--- src/rtl/midi_pkg.sv ---
// Shared MIDI definitions: parser states, status-byte constants and the
// status-byte length/class helpers used by the parser and the TX formatter.
package midi_pkg;

   typedef enum logic [2:0] {
      S_IDLE    = 3'd0,
      S_WAIT_D1 = 3'd1,
      S_WAIT_D2 = 3'd2,
      S_SYSEX   = 3'd3,
      S_RUN     = 3'd4
   } parser_state_e;

   typedef enum logic [2:0] {
      CLS_DATA   = 3'd0,
      CLS_CHAN   = 3'd1,
      CLS_SYSCOM = 3'd2,
      CLS_SYSEX  = 3'd3,
      CLS_EOX    = 3'd4,
      CLS_UNDEF  = 3'd5,
      CLS_RT     = 3'd6
   } msg_class_e;

   typedef struct packed {
      msg_class_e  cls;
      logic [1:0]  len;
   } status_info_t;

   localparam logic [3:0] ST_NOTE_OFF = 4'h8;
   localparam logic [3:0] ST_NOTE_ON  = 4'h9;
   localparam logic [7:0] ST_SYSEX    = 8'hF0;
   localparam logic [7:0] ST_EOX      = 8'hF7;
   localparam logic [7:0] ST_TUNE     = 8'hF6;
   localparam logic [7:0] RT_BASE     = 8'hF8;

   // Data-byte count that follows a status; only meaningful for channel
   // and system-common statuses.
   function automatic logic [1:0] status_len(input logic [7:0] s);
      logic [1:0] n;
      n = 2'd0;
      if (s[7:4] == 4'hC || s[7:4] == 4'hD)
         n = 2'd1;
      else if (s[7:4] != 4'hF)
         n = 2'd2;
      else begin
         case (s[3:0])
            4'h1, 4'h3: n = 2'd1;
            4'h2:       n = 2'd2;
            default:    n = 2'd0;
         endcase
      end
      return n;
   endfunction

   function automatic status_info_t status_info(input logic [7:0] b);
      status_info_t r;
      r.cls = CLS_DATA;
      r.len = 2'd0;
      if (b[7]) begin
         if (b >= RT_BASE)
            r.cls = CLS_RT;
         else if (b == ST_SYSEX)
            r.cls = CLS_SYSEX;
         else if (b == ST_EOX)
            r.cls = CLS_EOX;
         else if (b[7:4] != 4'hF)
            r.cls = CLS_CHAN;
         else if (b == ST_TUNE || b == 8'hF1 || b == 8'hF2 || b == 8'hF3)
            r.cls = CLS_SYSCOM;
         else
            r.cls = CLS_UNDEF;
         if (r.cls == CLS_CHAN || r.cls == CLS_SYSCOM)
            r.len = status_len(b);
      end
      return r;
   endfunction

endpackage

--- src/rtl/midi_status_len.sv ---
// Combinational MIDI byte classifier: byte -> {class, data length}.
module midi_status_len
   import midi_pkg::*;
(
   input  logic [7:0]  status,
   output msg_class_e  cls,
   output logic [1:0]  len
);

   status_info_t info;

   assign info = status_info(status);
   assign cls  = info.cls;
   assign len  = info.len;

endmodule

--- src/rtl/midi_msg_parser.sv ---
// MIDI receive byte stream -> one event word per complete message.
// Optional MIDI_NOTEOFF_NORM_EN: note-on with velocity 0 is emitted as note-off, vel 0x40.
module midi_msg_parser
   import midi_pkg::*;
#(
   parameter int TIMEOUT_CYCLES = 21477,
   parameter int TIMEOUT_W      = 16
)(
   input  logic       clk,
   input  logic       reset,
   input  logic       byte_valid,
   input  logic [7:0] byte_data,
   output logic       byte_ready,
   output logic       ev_valid,
   input  logic       ev_ready,
   output logic [7:0] ev_status,
   output logic [6:0] ev_data1,
   output logic [6:0] ev_data2,
   output logic [1:0] ev_len,
   output logic [7:0] err_cnt
);

   parser_state_e        state, state_nx, after_msg;
   logic [7:0]           run_st, run_nx;
   logic [7:0]           cur_st, cur_nx;
   logic [6:0]           d1, d1_nx;
   logic [TIMEOUT_W-1:0] tmo_cnt;

   msg_class_e  byte_cls;
   logic [1:0]  byte_len;
   logic [7:0]  msg_st;
   logic [1:0]  msg_len;
   logic        accept, waiting, tmo_hit, emit, err_inc;
   logic [7:0]  em_st;
   logic [6:0]  em_d1, em_d2;
   logic [1:0]  em_len;

   midi_status_len u_dec (
      .status (byte_data),
      .cls    (byte_cls),
      .len    (byte_len)
   );

   assign byte_ready = !ev_valid;
   assign accept     = byte_valid && byte_ready;
   assign waiting    = (state == S_WAIT_D1) || (state == S_WAIT_D2);
   assign tmo_hit    = waiting && (tmo_cnt == TIMEOUT_W'(TIMEOUT_CYCLES - 1));
   // In RUN the message in progress is the running status itself.
   assign msg_st     = (state == S_RUN) ? run_st : cur_st;
   assign msg_len    = status_len(msg_st);
   // run_st is either cleared or holds a channel status.
   assign after_msg  = run_st[7] ? S_RUN : S_IDLE;

   always_comb begin
      state_nx = state;
      run_nx   = run_st;
      cur_nx   = cur_st;
      d1_nx    = d1;
      emit     = 1'b0;
      err_inc  = 1'b0;
      em_st    = msg_st;
      em_d1    = '0;
      em_d2    = '0;
      em_len   = '0;
      if (accept) begin
         case (byte_cls)
            CLS_RT: ;
            CLS_DATA: begin
               case (state)
                  S_IDLE: err_inc = 1'b1;
                  S_WAIT_D2: begin
                     emit     = 1'b1;
                     em_len   = 2'd2;
                     em_d1    = d1;
                     em_d2    = byte_data[6:0];
                     state_nx = after_msg;
                  end
                  S_WAIT_D1, S_RUN: begin
                     cur_nx = msg_st;
                     if (msg_len == 2'd2) begin
                        d1_nx    = byte_data[6:0];
                        state_nx = S_WAIT_D2;
                     end else begin
                        emit     = 1'b1;
                        em_len   = 2'd1;
                        em_d1    = byte_data[6:0];
                        state_nx = after_msg;
                     end
                  end
                  default: ;
               endcase
            end
            default: begin
               // Any non-real-time status abandons a partial message.
               if (waiting)
                  err_inc = 1'b1;
               case (byte_cls)
                  CLS_CHAN: begin
                     cur_nx   = byte_data;
                     run_nx   = byte_data;
                     state_nx = S_WAIT_D1;
                  end
                  CLS_SYSCOM: begin
                     run_nx = '0;
                     if (byte_len == 2'd0) begin
                        emit     = 1'b1;
                        em_st    = byte_data;
                        state_nx = S_IDLE;
                     end else begin
                        cur_nx   = byte_data;
                        state_nx = S_WAIT_D1;
                     end
                  end
                  CLS_SYSEX: begin
                     run_nx   = '0;
                     state_nx = S_SYSEX;
                  end
                  default: begin
                     run_nx   = '0;
                     state_nx = S_IDLE;
                  end
               endcase
            end
         endcase
      end else if (tmo_hit) begin
         err_inc  = 1'b1;
         state_nx = after_msg;
      end
`ifdef MIDI_NOTEOFF_NORM_EN
      if (em_st[7:4] == ST_NOTE_ON && em_len == 2'd2 && em_d2 == 7'd0) begin
         em_st = {ST_NOTE_OFF, em_st[3:0]};
         em_d2 = 7'h40;
      end
`endif
   end

   always_ff @(posedge clk) begin
      if (reset) begin
         state     <= S_IDLE;
         run_st    <= '0;
         cur_st    <= '0;
         d1        <= '0;
         tmo_cnt   <= '0;
         err_cnt   <= '0;
         ev_valid  <= 1'b0;
         ev_status <= '0;
         ev_data1  <= '0;
         ev_data2  <= '0;
         ev_len    <= '0;
      end else begin
         state  <= state_nx;
         run_st <= run_nx;
         cur_st <= cur_nx;
         d1     <= d1_nx;
         // A stalled downstream must never look like a stalled sender.
         if (accept || ev_valid || !waiting)
            tmo_cnt <= '0;
         else
            tmo_cnt <= tmo_cnt + 1'b1;
         if (err_inc && err_cnt != 8'hFF)
            err_cnt <= err_cnt + 8'd1;
         if (emit) begin
            ev_valid  <= 1'b1;
            ev_status <= em_st;
            ev_data1  <= em_d1;
            ev_data2  <= em_d2;
            ev_len    <= em_len;
         end else if (ev_ready) begin
            ev_valid <= 1'b0;
         end
      end
   end

endmodule

--- config.mk ---
export PLATFORM = sky130hd
export DESIGN_NAME = midi_msg_parser
export DESIGN_NICKNAME = d
export VERILOG_FILES = /design/src/rtl/midi_pkg.sv /design/src/rtl/midi_status_len.sv /design/src/rtl/midi_msg_parser.sv
export SDC_FILE = /design/constraint.sdc
export NUM_CORES = 1
export LEC_CHECK = 0
export CORE_ASPECT_RATIO = 2
export CORE_MARGIN = 2
export CORE_UTILIZATION = 30
export CTS_BUF_LIST = sky130_fd_sc_hd__clkbuf_4 sky130_fd_sc_hd__clkbuf_8 sky130_fd_sc_hd__clkbuf_16
export DETAILED_ROUTE_END_ITERATION = 16
export GPL_ROUTABILITY_DRIVEN = 1
export PLACE_DENSITY_LB_ADDON = 0.05
export SYNTH_ARGS = -nofsm -noshare
export SYNTH_HDL_FRONTEND = slang
export SYNTH_SLANG_ARGS = --single-unit
--- constraint.sdc ---
create_clock -name clk -period 5.7 [get_ports clk]
set_input_delay 1.14 -clock clk [delete_from_list [all_inputs] [get_ports clk]]
set_output_delay 1.14 -clock clk [all_outputs]
set_load 0.02 [all_outputs]
==> flow_summary.json, run 1 <==
{
  "grt_util_met3": 0.0272,
  "gp_congestion": 0.751,
  "crit_arrival_ns": 3.78,
  "antenna_cells": 0,
  "setup_viol_count_final": 0,
  "leakagePower_nw": 1.47,
  "dp_hpwl_microns": 7680,
  "status": "completed",
  "cts_sinks": 75,
  "layout_common_cells": "75 x dfxtp_1, 46 x nand2_1, 45 x clkdlybuf4s50_1, 43 x nor2_1, 21 x inv_1",
  "yosys_warnings": 0,
  "fmaxAchievable_ghz": 0.278,
  "synth-seq-cells": 75,
  "postCtsHoldBufs": 0,
  "postCtsSetupBuffers": 0,
  "yosysSeqAreaShare": 0.420,
  "hold_violations": 0,
  "slew_headroom": 0.335,
  "grt_overflow": 0,
  "grt_use_total": 0.177,
  "wl_microns": 10500,
  "ff2ff_path_depth": 5,
  "seqCellArea_sq_mm": 0.00150,
  "crit_path_start_kind": "input pin",
  "yosys_most_used_dff": "dfxtp_1",
  "use_met2": 0.328,
  "coreArea_sq_mm": 0.0117,
  "p_per_area_mw_per_mm2": 304,
  "port_buffers": 45,
  "worstHoldPathCells": 2,
  "grt_pass1_vias": 3177,
  "rows": 56,
  "hp-start": "d1[3]$_SDFFE_PP0P_",
  "yosys.area.top_type": "dfxtp_1",
  "path_max_fanout": 21,
  "multiInputGateArea_sq_mm": 0.00185,
  "worstMarginPinSlew_ns": 0.990,
  "synth_area_leaders": "dfxtp_1 42%, nand2_1 4.8%, nor2_1 4.5%",
  "synth_cells": 415,
  "die_w_microns": 81.2,
  "power.total_w": 0.00135,
  "clkTransAtPathRegs_ns": 0.06,
  "ir_worst_vdd_mv": 0.165,
  "crit_type": "input pin to register",
  "ios": 46,
  "rsz0062_at_grt": "no",
  "post_cts_resized": 0,
  "cts_tree": "built",
  "ant_nets": 0,
  "dr.pass1.iters": 5,
  "timing.hold.ws_ns": 0.457,
  "avgViaCountPerCell": 5.36,
  "syn_area_sq_mm": 0.00357,
  "use_met1": 0.191,
  "async_reset_ff_frac": 0,
  "crit_start": "byte_data[7]",
  "antenna_found_initial": 0,
  "die_area_sq_mm": 0.0129,
  "yosys.area.top_type_share": 0.420,
  "clk_latency_ns": 0.33,
  "finClkSkew_ns": 0.00934,
  "grt_pass1_wl_microns": 17000,
  "endpoint_kind": "register",
  "die_y_microns": 158,
  "fillers": 1222,
  "cap_violations": 0,
  "busiest_layer": "met2",
  "fin_nets": 464,
  "fin_crit_ns": 3.59,
  "drt_iter0_drc": 113,
  "critPathRequiredTime_ns": 5.89,
  "slew_viol_final": 0,
  "synth_edf_count": 0,
  "r2r-start": "state[0]$_SDFFE_PP0P_",
  "wl_per_cell_microns": 17.5,
  "yosys.cell_types.count": 56,
  "htreeDepth": 3,
  "setup_tns_ns": 0,
  "vias": 3208,
  "final_common_cell": "dfxtp_1",
  "drive_above_1_share": 0.0749,
  "period_share": 0.630,
  "syn-num-nets": 430,
  "drc_errors": 0,
  "hold_path_class": "register to register",
  "postSynthAreaPerCell_sq_um": 8.61,
  "syn_to_final_growth_pct": 24.1,
  "numCtsBuffers": 9,
  "max-clock-path-buffers": 2,
  "start_util": 0.305,
  "cts_root_buf": "clkbuf_16",
  "grt_max_degree": 38
}
-- metrics by stage --
step | instances | cell area [sq um] | setup slack, ns | utilization
after floorplan | 415 | 3570 | 2.96 | -
after global placement | 583 | 4100 | 1.93 | 0.350
after detailed placement | 583 | 4100 | 1.83 | 0.350
after CTS | 599 | 4430 | 2.20 | 0.379
after global routing | 599 | 4430 | 1.84 | 0.379
final | 599 | 4430 | 2.11 | 0.379
-- cell families after synthesis --
group	count (synthesis)	share of synthesized area
and+or+nand+nor	163	0.237
AOI/OAI and AO/OA	98	0.197
DFF	75	0.420
buffers and inverters	49	0.0644
xor gates and xnor gates	16	0.0392
muxes	11	0.0312
adders and majority gates	3	0.0105
-- report_power, final --
part	internal (W)	switching, W	leakage [nW]
Combinational	0.0000560	0.000101	0.700
Sequential	0.000543	0.0000186	0.608
Clock	0.000411	0.000216	0.162
-- worst max-delay path: stages --
cell and delay (ns):
clkdlybuf4s50_1 0.45, buf_4 0.23, and4_1 0.33, nand4_1 0.13
a21oi_1 0.65, o31a_1 0.66, o21ai_0 0.19
-- layout make-up --
type,count,share of cell area
multi-input combinational,291,0.417
sequential,75,0.339
timing repair buffer,50,0.110
clock buffer,12,0.0587
tap,145,0.0409
inverter,22,0.0186
clock inverter,4,0.0164
-- flip-flops by register name (all words and copies together), names as in the netlist, 3 cells and up --
| name | flops |
|---|---|
| tmo_cnt | 16 |
| cur_st | 8 |
| err_cnt | 8 |
| ev_status | 8 |
| run_st | 8 |
| d1 | 7 |
| ev_data1 | 7 |
| ev_data2 | 7 |
| state | 3 |
-- synth_stat cells (all sizes together) (9+ instances only) --
| cell type | count |
|---|---|
| dfxtp | 75 |
| nand2 | 46 |
| nor2 | 43 |
| inv | 22 |
| clkbuf | 20 |
| a21oi | 19 |
| o21ai | 19 |
| a221oi | 14 |
| nand4 | 14 |
| nand3 | 12 |
| mux2i | 10 |
| a22oi | 9 |
| xnor2 | 9 |
-- per-layer routing --
metal  vias to the layer above  wire, microns
met5                         -              0
met4                         0            261
met3                        15            247
met2                        47           5930
met1                      1562           4070
li1                       1584              -
-- final timing paths --
path | to | slack [ns]
max reg2reg | ev_data2[5]$_SDFFE_PP0P_ | 3.15
max | ev_data2[5]$_SDFFE_PP0P_ | 2.11
min | d1[3]$_SDFFE_PP0P_ | 0.46
min reg2reg | d1[3]$_SDFFE_PP0P_ | 0.46
No activity file was read; power rests on OpenSTA's default activity.
==> inputs of run 2 (changes only) <==
==> constraint.sdc (replaced) <==
create_clock -name clk -period 3.07 [get_ports clk]
set_input_delay 0.614 -clock clk [delete_from_list [all_inputs] [get_ports clk]]
set_output_delay 0.614 -clock clk [all_outputs]
set_load 0.02 [all_outputs]
==> run 2 against run 1 <==
Compared with the run above:
- non-clock buffer count is 15 higher
- core utilization is 0.72 points higher
- sequential power is 85% higher
- worst hold slack worse by 0.00070 ns
- cell count is 2.5% higher
- worst setup slack worse by 1.7 ns
- global-route usage hardly changed
- final area is 1.9% higher
- first-iteration DRC count is 24% higher
- combinational power is 96% higher
- critical endpoint is now d1[4]$_SDFFE_PP0P_
==> flow_summary.json, run 2 (synthesized netlist as in run 1, its figures left out) <==
{
  "wl_per_cell_microns": 17.1,
  "rsz0062_at_grt": "no",
  "postCtsHoldBufs": 0,
  "crit_type": "register to register",
  "period_share": 0.857,
  "grt_pass1_vias": 3267,
  "setup_viol_count_final": 0,
  "switching_share": 0.252,
  "grt_max_degree": 25,
  "antenna_found_initial": 0,
  "setup_tns_ns": 0,
  "avgViaCountPerCell": 5.21,
  "fin_nets": 479,
  "met2_length_microns": 6060,
  "port_buffers": 45,
  "dr.pass1.iters": 4,
  "cts_sinks": 75,
  "cts_tree": "built",
  "numCtsBuffers": 9,
  "clk_latency_ns": 0.33,
  "hold_violations": 0,
  "drt_iter0_drc": 140,
  "grt_pass1_wl_microns": 17300,
  "fillers": 1195,
  "crit_arrival_ns": 2.89,
  "largest_register_ff_count": 16,
  "postCtsSetupBuffers": 0,
  "cap_violations": 0,
  "htreeDepth": 3,
  "post_cts_resized": 0,
  "cp_slowest_cell": "nor4_4",
  "gp_congestion": 0.808,
  "die_area_sq_mm": 0.0129,
  "cp_top_family": "simple AND/OR/NAND/NOR gates",
  "dp_hpwl_microns": 7910,
  "crit_path_start_kind": "register",
  "hold_path_class": "register to register",
  "regMostFlops": "tmo_cnt",
  "endpoint_kind": "register",
  "critPathRequiredTime_ns": 3.33,
  "drive_above_1_share": 0.104,
  "pwr-share-seq": 0.430,
  "timing.hold.ws_ns": 0.456,
  "path_max_fanout": 12,
  "dr.max_layer_used": "met4",
  "layout_common_cells": "75 x dfxtp_1, 46 x nand2_1, 45 x clkdlybuf4s50_1, 43 x nor2_1, 21 x inv_1",
  "internal-power_w": 0.00181,
  "grt_use_total": 0.177,
  "wl_met1_microns": 4060,
  "p_per_area_mw_per_mm2": 537,
  "clkTransAtPathRegs_ns": 0.06,
  "ios": 46,
  "wl_microns": 10500,
  "status": "completed",
  "slew_viol_final": 0,
  "slowest_delay_ns": 0.64,
  "clkPwrFrac": 0.443,
  "drc_errors": 0,
  "fin_crit_ns": 2.63,
  "slew_headroom": 0.364,
  "path_cells": "or4b_1 -> a21boi_0 -> o2bb2ai_1 -> nor4_4 -> mux2i_1",
  "power.switching_w": 0.000611,
  "finClkSkew_ns": 0.00618,
  "power_frac_comb": 0.127,
  "final_common_cell": "dfxtp_1",
  "antenna_cells": 0,
  "fmaxAchievable_ghz": 0.380,
  "die_y_microns": 158,
  "syn_to_final_growth_pct": 26.4,
  "wl_met3_microns": 232,
  "ir_worst_vdd_mv": 0.329,
  "start_util": 0.305,
  "vias": 3199,
  "ant_nets": 0,
  "die_w_microns": 81.2,
  "grt_overflow": 0,
  "rows": 56,
  "worstMarginPinSlew_ns": 0.953,
  "leakagePower_nw": 1.54,
  "max-clock-path-buffers": 2,
  "critPathBufInv": 0,
  "coreArea_sq_mm": 0.0117,
  "cts_root_buf": "clkbuf_16"
}
run 2: layout make-up:
class | instances | area (sq um) | area share
Clock buffer | 14 | 269 | 0.0596
Clock inverter | 2 | 35.0 | 0.00776
Inverter | 22 | 82.6 | 0.0183
Multi-Input combinational cell | 291 | 1850 | 0.409
Sequential cell | 75 | 1500 | 0.332
Tap cell | 145 | 181 | 0.0402
Timing Repair Buffer | 65 | 601 | 0.133
run 2: power by group through the flow:
stage	logic [W]	clock network (W)	registers (W)
6_report	0.000308	0.00108	0.00104
5_1_grt	0.000341	0.00115	0.00105
4_1_cts	0.000310	0.00110	0.00104
3_5_place_dp	0.000309	0	0.00106
3_3_place_gp	0.000309	0	0.00106
2_1_floorplan	0.000204	0	0.00106
run 2: per-stage QoR:
stage          cells  worst slack [ns]  total power [W]  cell area, sq um  utilization
2_1_floorplan    415             0.857          0.00126              3570            -
3_3_place_gp     598             0.321          0.00137              4210        0.360
3_5_place_dp     598             0.274          0.00137              4210        0.360
4_1_cts          614             0.380          0.00246              4520        0.386
5_1_grt          614             0.266          0.00254              4520        0.386
6_report         614             0.440          0.00243              4520        0.386
run 2: metal layers:
metal  GRT usage  up-vias
met5           0        -
met4      0.0670        0
met3      0.0249        8
met2       0.338       59
met1       0.191     1524
li1            -     1608
run 2: worst min-delay path, stage by stage, from the launching register on:
cell and delay, ns:
dfxtp_1 0.31, nand2_1 0.05, o21ai_0 0.05
run 2: worst paths after layout:
path	start	to	slack (ns)	cells past startpoint
max	run_st[2]$_SDFFE_PP0P_	d1[4]$_SDFFE_PP0P_	0.44	5
min	ev_data2[0]$_SDFFE_PP0P_	ev_data2[0]$_SDFFE_PP0P_	0.46	2
max reg2reg	run_st[2]$_SDFFE_PP0P_	d1[4]$_SDFFE_PP0P_	0.44	5
min reg2reg	ev_data2[0]$_SDFFE_PP0P_	ev_data2[0]$_SDFFE_PP0P_	0.46	2
==> inputs of run 3 (changes only) <==
==> constraint.sdc (replaced) <==
create_clock -name clk -period 2.3 [get_ports clk]
set_input_delay 0.575 -clock clk [delete_from_list [all_inputs] [get_ports clk]]
set_output_delay 0.575 -clock clk [all_outputs]
set_load 0.02 [all_outputs]
==> run 3 against run 2 <==
Compared with the run above:
- cell count rose by 5.9%
- routed wire length rose by 3.7%
- first-iteration DRC count fell by 26%
- clock power rose by 43%
- die area did not move
- combinational power rose by 56%
- register-to-register slack got worse by 0.32 ns
- flip-flop and latch count did not move
- global-route usage rose by 0.18 points
==> flow_summary.json, run 3 (synthesized netlist as in run 1, its figures left out) <==
{
  "status": "completed",
  "critPathRequiredTime_ns": 2.52,
  "final_common_cell": "dfxtp_1",
  "p_per_area_mw_per_mm2": 702,
  "clk_latency_ns": 0.33,
  "start_util": 0.305,
  "path_max_fanout": 6,
  "htreeDepth": 3,
  "max-clock-path-buffers": 2,
  "leakagePower_nw": 1.73,
  "vias": 3346,
  "setup_viol_count_final": 0,
  "avgViaCountPerCell": 5.15,
  "clkTransAtPathRegs_ns": 0.06,
  "cap_violations": 0,
  "hold_path_class": "register to register",
  "fillers": 1212,
  "antenna_found_initial": 0,
  "final_cell_area_sq_mm": 0.00485,
  "setup_tns_ns": 0,
  "die_y_microns": 158,
  "fin_util": 0.414,
  "crit_arrival_ns": 2.48,
  "rsz0062_at_grt": "yes",
  "coreArea_sq_mm": 0.0117,
  "worstMarginPinSlew_ns": 0.690,
  "ios": 46,
  "fmaxAchievable_ghz": 0.443,
  "finClkSkew_ns": 0.00611,
  "dp_hpwl_microns": 8230,
  "dr.pass1.iters": 4,
  "period_share": 0.982,
  "pre_cts_slack_ns": -0.289,
  "crit_type": "input pin to register",
  "drt_iter0_drc": 103,
  "cts_sinks": 75,
  "timing.hold.ws_ns": 0.461,
  "port_buffers": 45,
  "regMostFlops": "tmo_cnt",
  "slew_headroom": 0.538,
  "fin_nets": 515,
  "largest_register_ff_count": 16,
  "drive_above_1_share": 0.172,
  "grt_overflow": 0,
  "fin_ws_ns": 0.0413,
  "fin_crit_ns": 2.26,
  "syn_to_final_growth_pct": 35.7,
  "layout_common_cells": "74 x dfxtp_1, 53 x buf_4, 46 x nand2_1, 45 x clkdlybuf4s50_1, 43 x nor2_1",
  "die_w_microns": 81.2,
  "grt_use_total": 0.179,
  "crit_path_start_kind": "input pin",
  "rows": 56,
  "grt_pass1_vias": 3377,
  "cts_tree": "built",
  "ir_worst_vdd_mv": 0.410,
  "ant_nets": 0,
  "die_area_sq_mm": 0.0129,
  "antenna_cells": 0,
  "hold_violations": 0,
  "cts_root_buf": "clkbuf_16",
  "drc_errors": 0,
  "grt_max_degree": 34,
  "endpoint_kind": "register",
  "gp_congestion": 0.855,
  "postPlaceCellArea_sq_mm": 0.00449,
  "wl_per_cell_microns": 16.7,
  "slew_viol_final": 0,
  "postCtsHoldBufs": 0,
  "wl_microns": 10900,
  "numCtsBuffers": 9,
  "grt_pass1_wl_microns": 17300
}
[run 3: cell types whose count changed in the layout (fill, tap and decap cells not counted), sizes merged]
cell / previous run / this run
buf: 20 / 55
clkbuf: 14 / 10
clkinv: 1 / 3
a22oi: 9 / 10
bufinv: 1 / 2
inv: 22 / 23
[run 3: critical path, stage by stage]
cell and delay (ns):
clkdlybuf4s50_1 0.56, nand4_1 0.18, a31o_2 0.31, a22oi_1 0.42, nor2_1 0.14, mux2_2 0.29
[run 3: area by class of cell]
class                   instances  area (sq um)  share of cell area
clock inverters                 6          87.6              0.0181
well taps                     145           181              0.0374
clock buffers                  10           239              0.0493
multi-input cells             292          1870               0.385
flip-flops and latches         75          1500               0.310
repair buffers                100           888               0.183
inverters                      22          82.6              0.0170
[run 3: final timing paths]
path                               start                      end  slack, ns  cells past startpoint
setup / recovery            byte_data[6]  err_cnt[0]$_SDFFE_PP0P_       0.04                      6
hold / removal        d1[3]$_SDFFE_PP0P_       d1[3]$_SDFFE_PP0P_       0.46                      2
setup reg to reg  tmo_cnt[14]$_SDFF_PP0_  err_cnt[6]$_SDFFE_PP0P_       0.12                      5
hold reg to reg       d1[3]$_SDFFE_PP0P_       d1[3]$_SDFFE_PP0P_       0.46                      2
[run 3: stage by stage]
step                      cells  total power, W
after floorplan             415         0.00168
after global placement      631         0.00188
after detailed placement    631         0.00188
after CTS                   647         0.00344
after global routing        650         0.00356
final                       650         0.00340
[run 3: where the power goes]
| part | internal [W] | switching, W | total (W) |
|---|---|---|---|
| registers | 0.00134 | 0.0000373 | 0.00138 |
| logic | 0.000207 | 0.000275 | 0.000482 |
| clock network | 0.000981 | 0.000559 | 0.00154 |
[run 3: what timing repair did]
item	4_1_cts	5_1_grt
setup endpoints to repair	0	13
resized for setup	0	4
setup buffers	0	2
[run 3: routing by layer]
layer	wire length, microns	GRT usage	vias up
li1	-	-	1687
met3	278	0.0255	13
met1	4090	0.187	1587
met5	0	0	-
met4	231	0.0767	0
met2	6280	0.344	59
